===== src/rtl/spdif_pulse_classifier.sv =====
// S/PDIF front end: synchronises and glitch-filters the raw line, measures the
// width between accepted edges and classifies each as a 1/2/3-UI pulse or an error.
module spdif_pulse_classifier #(
  parameter int unsigned CNT_W    = 5,
  parameter int unsigned FILT_LEN = 2,
  parameter int unsigned ZERO_MIN = 3,
  parameter int unsigned ZERO_MAX = 7,
  parameter int unsigned ONE_MIN  = 9,
  parameter int unsigned ONE_MAX  = 13,
  parameter int unsigned HEAD_MIN = 15,
  parameter int unsigned HEAD_MAX = 19,
  parameter int unsigned LOCK_N   = 8
) (
  input  logic             i_clk,
  input  logic             i_rst_n,
  input  logic             i_ena,
  input  logic             i_spdif,
  output logic             o_level,
  output logic             o_edge,
  output logic             o_zero,
  output logic             o_one,
  output logic             o_head,
  output logic             o_err,
  output logic             o_valid,
  output logic [CNT_W-1:0] o_width,
  output logic             o_lock
);

  if (!(ZERO_MIN <= ZERO_MAX && ZERO_MAX < ONE_MIN && ONE_MIN <= ONE_MAX &&
        ONE_MAX < HEAD_MIN && HEAD_MIN <= HEAD_MAX &&
        HEAD_MAX < ((1 << CNT_W) - 1) && FILT_LEN >= 1)) begin : g_param_check
    $error("spdif_pulse_classifier: inconsistent width windows or FILT_LEN");
  end

  localparam int unsigned FILT_W = (FILT_LEN > 1) ? $clog2(FILT_LEN) : 1;
  localparam int unsigned LOCK_W = $clog2(LOCK_N + 1);

  localparam logic [FILT_W-1:0] FILT_LAST = FILT_W'(FILT_LEN - 1);
  localparam logic [FILT_W-1:0] FILT_ONE  = FILT_W'(1);
  localparam logic [CNT_W-1:0]  CNT_MAX   = '1;
  localparam logic [CNT_W-1:0]  CNT_PRE   = {{(CNT_W-1){1'b1}}, 1'b0};
  localparam logic [CNT_W-1:0]  CNT_ONE   = CNT_W'(1);
  localparam logic [CNT_W-1:0]  W_ZMIN    = CNT_W'(ZERO_MIN);
  localparam logic [CNT_W-1:0]  W_ZMAX    = CNT_W'(ZERO_MAX);
  localparam logic [CNT_W-1:0]  W_OMIN    = CNT_W'(ONE_MIN);
  localparam logic [CNT_W-1:0]  W_OMAX    = CNT_W'(ONE_MAX);
  localparam logic [CNT_W-1:0]  W_HMIN    = CNT_W'(HEAD_MIN);
  localparam logic [CNT_W-1:0]  W_HMAX    = CNT_W'(HEAD_MAX);
  localparam logic [LOCK_W-1:0] LOCK_FULL = LOCK_W'(LOCK_N);
  localparam logic [LOCK_W-1:0] LOCK_ONE  = LOCK_W'(1);

  logic              sync1_q, sync1_d, sync2_q, sync2_d;
  logic              level_q, level_d;
  logic [FILT_W-1:0] filt_q, filt_d;
  logic [CNT_W-1:0]  cnt_q, cnt_d;
  logic              first_q, first_d;
  logic              edge_q, edge_d;
  logic              zero_q, zero_d, one_q, one_d, head_q, head_d;
  logic              err_q, err_d, valid_q, valid_d;
  logic [CNT_W-1:0]  width_q, width_d;
  logic [LOCK_W-1:0] lock_cnt_q, lock_cnt_d;
  logic              lock_q, lock_d;
  logic              edge_acc;
  logic              in_zero, in_one, in_head;

  assign in_zero = (cnt_q >= W_ZMIN) && (cnt_q <= W_ZMAX);
  assign in_one  = (cnt_q >= W_OMIN) && (cnt_q <= W_OMAX);
  assign in_head = (cnt_q >= W_HMIN) && (cnt_q <= W_HMAX);

  always_comb begin
    sync1_d    = i_spdif;
    sync2_d    = sync1_q;
    level_d    = level_q;
    filt_d     = filt_q;
    cnt_d      = cnt_q;
    first_d    = first_q;
    width_d    = width_q;
    lock_cnt_d = lock_cnt_q;
    edge_acc   = 1'b0;
    edge_d     = 1'b0;
    zero_d     = 1'b0;
    one_d      = 1'b0;
    head_d     = 1'b0;
    err_d      = 1'b0;

    if (i_ena) begin
      if (sync2_q == level_q) begin
        filt_d = '0;
      end else if (filt_q == FILT_LAST) begin
        filt_d   = '0;
        level_d  = ~level_q;
        edge_acc = 1'b1;
      end else begin
        filt_d = filt_q + FILT_ONE;
      end

      if (edge_acc) begin
        cnt_d  = CNT_ONE;
        edge_d = 1'b1;
        if (first_q) begin
          first_d = 1'b0;
        end else begin
          width_d = cnt_q;
          zero_d  = in_zero;
          one_d   = in_one;
          head_d  = in_head;
          err_d   = !(in_zero || in_one || in_head);
        end
      end else if (cnt_q != CNT_MAX) begin
        cnt_d = cnt_q + CNT_ONE;
        // Timeout fires only on the step into saturation, so it pulses once.
        if (cnt_q == CNT_PRE) begin
          err_d   = 1'b1;
          first_d = 1'b1;
        end
      end

      if (err_d) begin
        lock_cnt_d = '0;
      end else if ((zero_d || one_d || head_d) && lock_cnt_q != LOCK_FULL) begin
        lock_cnt_d = lock_cnt_q + LOCK_ONE;
      end
    end

    valid_d = zero_d | one_d | head_d | err_d;
    // Lock derives from the next count so it drops in the same cycle as o_err.
    lock_d  = (lock_cnt_d == LOCK_FULL);
  end

  always_ff @(posedge i_clk or negedge i_rst_n) begin
    if (!i_rst_n) begin
      sync1_q    <= 1'b0;
      sync2_q    <= 1'b0;
      level_q    <= 1'b0;
      filt_q     <= '0;
      cnt_q      <= '0;
      first_q    <= 1'b1;
      edge_q     <= 1'b0;
      zero_q     <= 1'b0;
      one_q      <= 1'b0;
      head_q     <= 1'b0;
      err_q      <= 1'b0;
      valid_q    <= 1'b0;
      width_q    <= '0;
      lock_cnt_q <= '0;
      lock_q     <= 1'b0;
    end else begin
      sync1_q    <= sync1_d;
      sync2_q    <= sync2_d;
      level_q    <= level_d;
      filt_q     <= filt_d;
      cnt_q      <= cnt_d;
      first_q    <= first_d;
      edge_q     <= edge_d;
      zero_q     <= zero_d;
      one_q      <= one_d;
      head_q     <= head_d;
      err_q      <= err_d;
      valid_q    <= valid_d;
      width_q    <= width_d;
      lock_cnt_q <= lock_cnt_d;
      lock_q     <= lock_d;
    end
  end

  assign o_level = level_q;
  assign o_edge  = edge_q;
  assign o_zero  = zero_q;
  assign o_one   = one_q;
  assign o_head  = head_q;
  assign o_err   = err_q;
  assign o_valid = valid_q;
  assign o_width = width_q;
  assign o_lock  = lock_q;

endmodule


===== config.mk =====
export PLATFORM = sky130hd
export DESIGN_NAME = spdif_pulse_classifier
export DESIGN_NICKNAME = d
export VERILOG_FILES = /design/src/rtl/spdif_pulse_classifier.sv
export SDC_FILE = /design/constraint.sdc
export NUM_CORES = 1
export LEC_CHECK = 0
export ABC_CLOCK_PERIOD_IN_PS = 2100
export CORE_MARGIN = 3
export CORE_UTILIZATION = 55
export CTS_CLUSTER_DIAMETER = 80
export DETAILED_ROUTE_END_ITERATION = 10
export DONT_BUFFER_PORTS = 1
export PLACE_DENSITY_LB_ADDON = 0.3
export REMOVE_ABC_BUFFERS = 1
export SLEW_MARGIN = 20
export SYNTH_ARGS = -nofsm -noshare
export SYNTH_HDL_FRONTEND = slang
export SYNTH_SLANG_ARGS = --single-unit

===== constraint.sdc =====
create_clock -name i_clk -period 2.1 [get_ports i_clk]
set_input_delay 0.525 -clock i_clk [delete_from_list [all_inputs] [get_ports i_clk]]
set_output_delay 0.525 -clock i_clk [all_outputs]
set_load 0.01 [all_outputs]

==> out/metrics.sh <==
STATUS='finished with violations'
VIOLATIONS='negative setup slack'
VIAS_PER_CELL=5.633
WORST_SLEW_PIN_SLEW_NS=0.5333
GRT_PASS1_WL_MM=4.153
CRITPATHREQUIREDTIME_NS=2.33
DESIGN.PORTCOUNT=17
CTS_TREE='built'
CP.ARRIVAL_NS=2.41
SYN_INST=132
GPL.FINAL_WEIGHTED_CONGESTION=0.8357
VIAS_IN_THE_FIRST_GLOBAL_ROUTE=964
SEQUENTIAL_CELL_FRACTION_OF_TOTAL_POWER=0.423
CTSROOTBUFFERMASTER='sky130_fd_sc_hd__clkbuf_4'
TIMING.CRITICAL_PATH.BUF_INV=0
CLOCK_SKEW_NS=0.002325
LAYOUT.NETS=164
ANTENNA-DIODE-COUNT=0
POWER_DENSITY_nW_PER_UM2=1227
CLK_LATENCY_NS=0.32
LAYOUT_WORST_PATH_CYCLE_SHARE=1.038
FIRST_PASS_ITERS=4
MAXCAPVIOLCOUNT=0
SYNTH.CELL_AREA_UM2=1323
YS_SEQ_AREA_FRAC=0.4929
POWER_FRAC_COMB=0.468
WORSTSETUPENDPOINTTYPE='flip-flop'
WORSTREG2REGSTART='cnt_q[0]'
HOLD_PATH_CLASS='in -> async'
P_SW_mW=0.7563
CRITICAL_PATH.MAX_FANOUT=6
DIE-AREA_UM2=3029
FIN_UTIL=0.7081
CPPEAKSTAGEDELAY_NS=0.44
FLIP_FLOP_AND_LATCH_COUNT_AFTER_SYNTHESIS=26
GR-TOTAL-OVERFLOW=0
DETAIL-ROUTE-ANTENNA-NETS=0
GRT_ANTENNA_BEFORE_REPAIR=0
CLK_PIN_SLEW_WORST_PATHS_NS=0.13
INTPOWER_mW=1.203
LARGEST_NET_DEGREE_AT_THE_START_OF_GLOBAL_ROUTING=26
LAYOUT-DRIVE-GT1-SHARE=0.2961
LEAKAGE_nW=0.7491
DETAIL_ROUTE.ITER0.VIOLATIONS=18
CRIT_PATH_CELL_TRACE='ha_4 -> and3_4 -> ha_1 -> a41o_1 -> a22oi_2 -> and3_4 -> a211oi_1 -> a21o_1 -> nor4_2'
GRT_SETUP_UNREPAIRED='yes'
CTS.PATH.MAX_BUFFERS=2
MAXCLOCKFREQUENCY_MHz=458.7
FINAL.SETUP.WORST_SLACK_NS=-0.08018
FINALSETUPVIOLCOUNT=2
GROUTE.USAGE.OVERALL=0.1958
CTS.HTREE.LEVELS=1
SYNTH_CELL_TYPES=39
WORST_PATH_CELL_WITH_THE_LONGEST_STAGE_DELAY='sky130_fd_sc_hd__dfrtp_1'
CLOCKPOWERSHARE=0.109
SYNTHESIS.YOSYS.WARNINGS=0
ROUTED_WIRE_LENGTH_PER_INSTANCE_UM=14.24
YOSYS-TOP-CELLS-AREA='sky130_fd_sc_hd__dfrtp_1 47%, sky130_fd_sc_hd__ha_1 6.6%, sky130_fd_sc_hd__nand2_1 4.8%'
DP.FINAL_HPWL_MM=1.738
CORE.ROWCOUNT=17
FINAL_MAX_SLEW_VIOL_COUNT=0
TIMING.CRITICAL_PATH.FROM_TYPE='flip-flop'
CORE_BOX_AREA_UM2=2255
CRITICAL_PATH.MOST_COMMON_CELL='sky130_fd_sc_hd__and3_4'
REG2REG_SLACK_NS=-0.08
SYNTH_TOP_CELL_AREA_SHARE=0.4730
NUMCTSBUFFERS=3
MAXIMUM_VDD_DROP_V=0.0008107
FP.DIEH_UM=55.04
FLOORPLAN.INITIALDENSITY=0.5866
DRC_ERRORS=0
SYN_AVG_CELL_AREA_UM2=10.02
DEPTH_OF_THE_MOST_CRITICAL_REG_TO_REG_PATH=9
CRITICAL_PATH.TOP_DELAY_FAMILY='simple AND/OR/NAND/NOR gates'
VIA_COUNT=1014
HOLD_SLACK_NS=0.1616
R2R-END='o_lock'
NUMCLOCKSINKS=26
YOSYS.AREA.TOP_TYPE='sky130_fd_sc_hd__dfrtp_1'
SWITCHING_SHARE=0.3861
FINAL_ROUTED_WIRELENGTH_ACROSS_ALL_METAL_LAYERS_MM=2.564
AREA_GROWTH_PCT=20.72
BUFFER_PORTS.INSERTED=0
DIEWIDTH_UM=55.04
RELSLEWSLACK=0.6445
PATH_CLASS='reg -> reg'
REPORT.FINAL.HOLD_VIOL_COUNT=0
FINAL_PERIOD_MINUS_WORST_SETUP_SLACK_NS=2.180
[worst max-delay path by stage]
stage	from	end	slack, ns	cells past startpoint
after floorplan	cnt_q[0]	o_lock	-0.35	8
after global placement	cnt_q[0]	o_lock	-0.16	9
after detailed placement	cnt_q[0]	o_lock	-0.20	9
after CTS	cnt_q[1]	o_lock	-0.08	7
after global routing	cnt_q[0]	o_lock	-0.16	9
final	cnt_q[0]	o_lock	-0.08	9
[power by group through the flow]
stage | logic, mW | registers, mW | clock network [mW]
2_1_floorplan | 0.426 | 0.812 | 0
3_3_place_gp | 0.709 | 0.804 | 0
3_5_place_dp | 0.729 | 0.812 | 0
4_1_cts | 0.807 | 0.808 | 0.224
5_1_grt | 1.02 | 0.851 | 0.247
6_report | 0.916 | 0.829 | 0.214
[cells in the final DEF, fill, tap and decap left out, drive strengths merged, types with 3 or more instances in the layout]
master / instances
mux2: 3
inv: 9
nand2: 17
a21oi: 3
nor2: 8
o21ai: 12
clkbuf: 4
ha: 7
nand2b: 4
dfrtp: 25
nand3: 3
or4: 3
buf: 23
nor3: 3
[logic make-up (layout without fill, tap and decap cells)]
logic type / count (synthesis) / after routing / synth area share
buf+inv: 17 / 37 / 0.06338
fa+ha+maj: 7 / 7 / 0.06622
simple gates: 51 / 51 / 0.2091
flops: 26 / 26 / 0.4929
mux: 3 / 3 / 0.02554
xor+xnor: 3 / 3 / 0.01987
compound gates: 25 / 25 / 0.1230
[registers in the layout, indices dropped and copies added (netlist names)]
name	flops
o_edge	1
first_q	1
sync2_q	1
cnt_q	5
o_lock	1
o_valid	1
o_zero	1
o_err	1
o_head	1
filt_q	1
o_width	5
lock_cnt_q	4
sync1_q	1
o_level	1
o_one	1
[stage by stage]
stage | power (mW) | worst slack (ns) | setup TNS [ns] | cells | cell area [µm²]
after detailed placement | 1.540 | -0.2033 | -0.5349 | 169 | 1435
final | 1.959 | -0.08018 | -0.1145 | 180 | 1597
after global routing | 2.121 | -0.1593 | -0.3270 | 180 | 1597
after floorplan | 1.238 | -0.3506 | -1.135 | 124 | 1272
after CTS | 1.839 | -0.07562 | -0.1352 | 175 | 1514
after global placement | 1.514 | -0.1642 | -0.3570 | 169 | 1435
[worst register-to-register path, stage by stage (launching register included)]
cell and delay (ns):
sky130_fd_sc_hd__dfrtp_1 0.44, sky130_fd_sc_hd__ha_4 0.19, sky130_fd_sc_hd__and3_4 0.18, sky130_fd_sc_hd__ha_1 0.17, sky130_fd_sc_hd__a41o_1 0.21, sky130_fd_sc_hd__a22oi_2 0.17
sky130_fd_sc_hd__and3_4 0.25, sky130_fd_sc_hd__a211oi_1 0.06, sky130_fd_sc_hd__a21o_1 0.18, sky130_fd_sc_hd__nor4_2 0.26
[repair_timing]
item	in CTS	in global routing
endpoints found under the hold margin	25	1
setup endpoints to repair	5	5
buffers inserted	1	4
pin swaps	3	4
hold buffers	1	1
resized for setup	10	8
[cell type report]
type	instances	area, µm²
timing repair buffer	24	187.7
fill	162	658.1
multi-input combinational	89	661.9
tap	28	35.03
inverter	9	33.78
clock buffer	4	26.28
sequential	26	651.9
[Yosys cell counts]
library cell and instances:
sky130_fd_sc_hd__nor2_1 8, sky130_fd_sc_hd__xnor2_1 2, sky130_fd_sc_hd__nand2b_1 4, sky130_fd_sc_hd__nand2_1 17
sky130_fd_sc_hd__dfstp_2 1, sky130_fd_sc_hd__nor2b_1 2, sky130_fd_sc_hd__o21ai_0 12, sky130_fd_sc_hd__a22oi_1 1
sky130_fd_sc_hd__nor4_2 1, sky130_fd_sc_hd__nor3_1 3, sky130_fd_sc_hd__o32a_1 1, sky130_fd_sc_hd__nor3b_1 1
sky130_fd_sc_hd__buf_6 2, sky130_fd_sc_hd__clkbuf_1 4, sky130_fd_sc_hd__a21oi_2 1, sky130_fd_sc_hd__a211oi_1 2
sky130_fd_sc_hd__or4_4 1, sky130_fd_sc_hd__buf_4 1, sky130_fd_sc_hd__and3b_1 1, sky130_fd_sc_hd__nand3b_1 2
sky130_fd_sc_hd__a2111oi_0 1, sky130_fd_sc_hd__a21oi_1 2, sky130_fd_sc_hd__ha_1 7, sky130_fd_sc_hd__o2111ai_1 1
sky130_fd_sc_hd__mux2_2 3, sky130_fd_sc_hd__a21o_1 1, sky130_fd_sc_hd__xor2_1 1, sky130_fd_sc_hd__a41o_1 1
sky130_fd_sc_hd__nand3_1 3, sky130_fd_sc_hd__inv_1 9, sky130_fd_sc_hd__or4_1 2, sky130_fd_sc_hd__o31ai_1 1
sky130_fd_sc_hd__or2_2 1, sky130_fd_sc_hd__and3_1 2, sky130_fd_sc_hd__and4b_1 2, sky130_fd_sc_hd__dfrtp_1 25
sky130_fd_sc_hd__or3_1 1, sky130_fd_sc_hd__buf_2 1, sky130_fd_sc_hd__a2bb2oi_1 1
[routing by layer]
metal,GRT usage,part of all wire,vias to the layer above
li1,-,-,495
met5,0,0,-
met3,0.06434,0.060,2
met1,0.2446,0.45,488
met4,0.06073,0.0059,0
met2,0.3189,0.48,29
(Power assumes the default switching activity.)
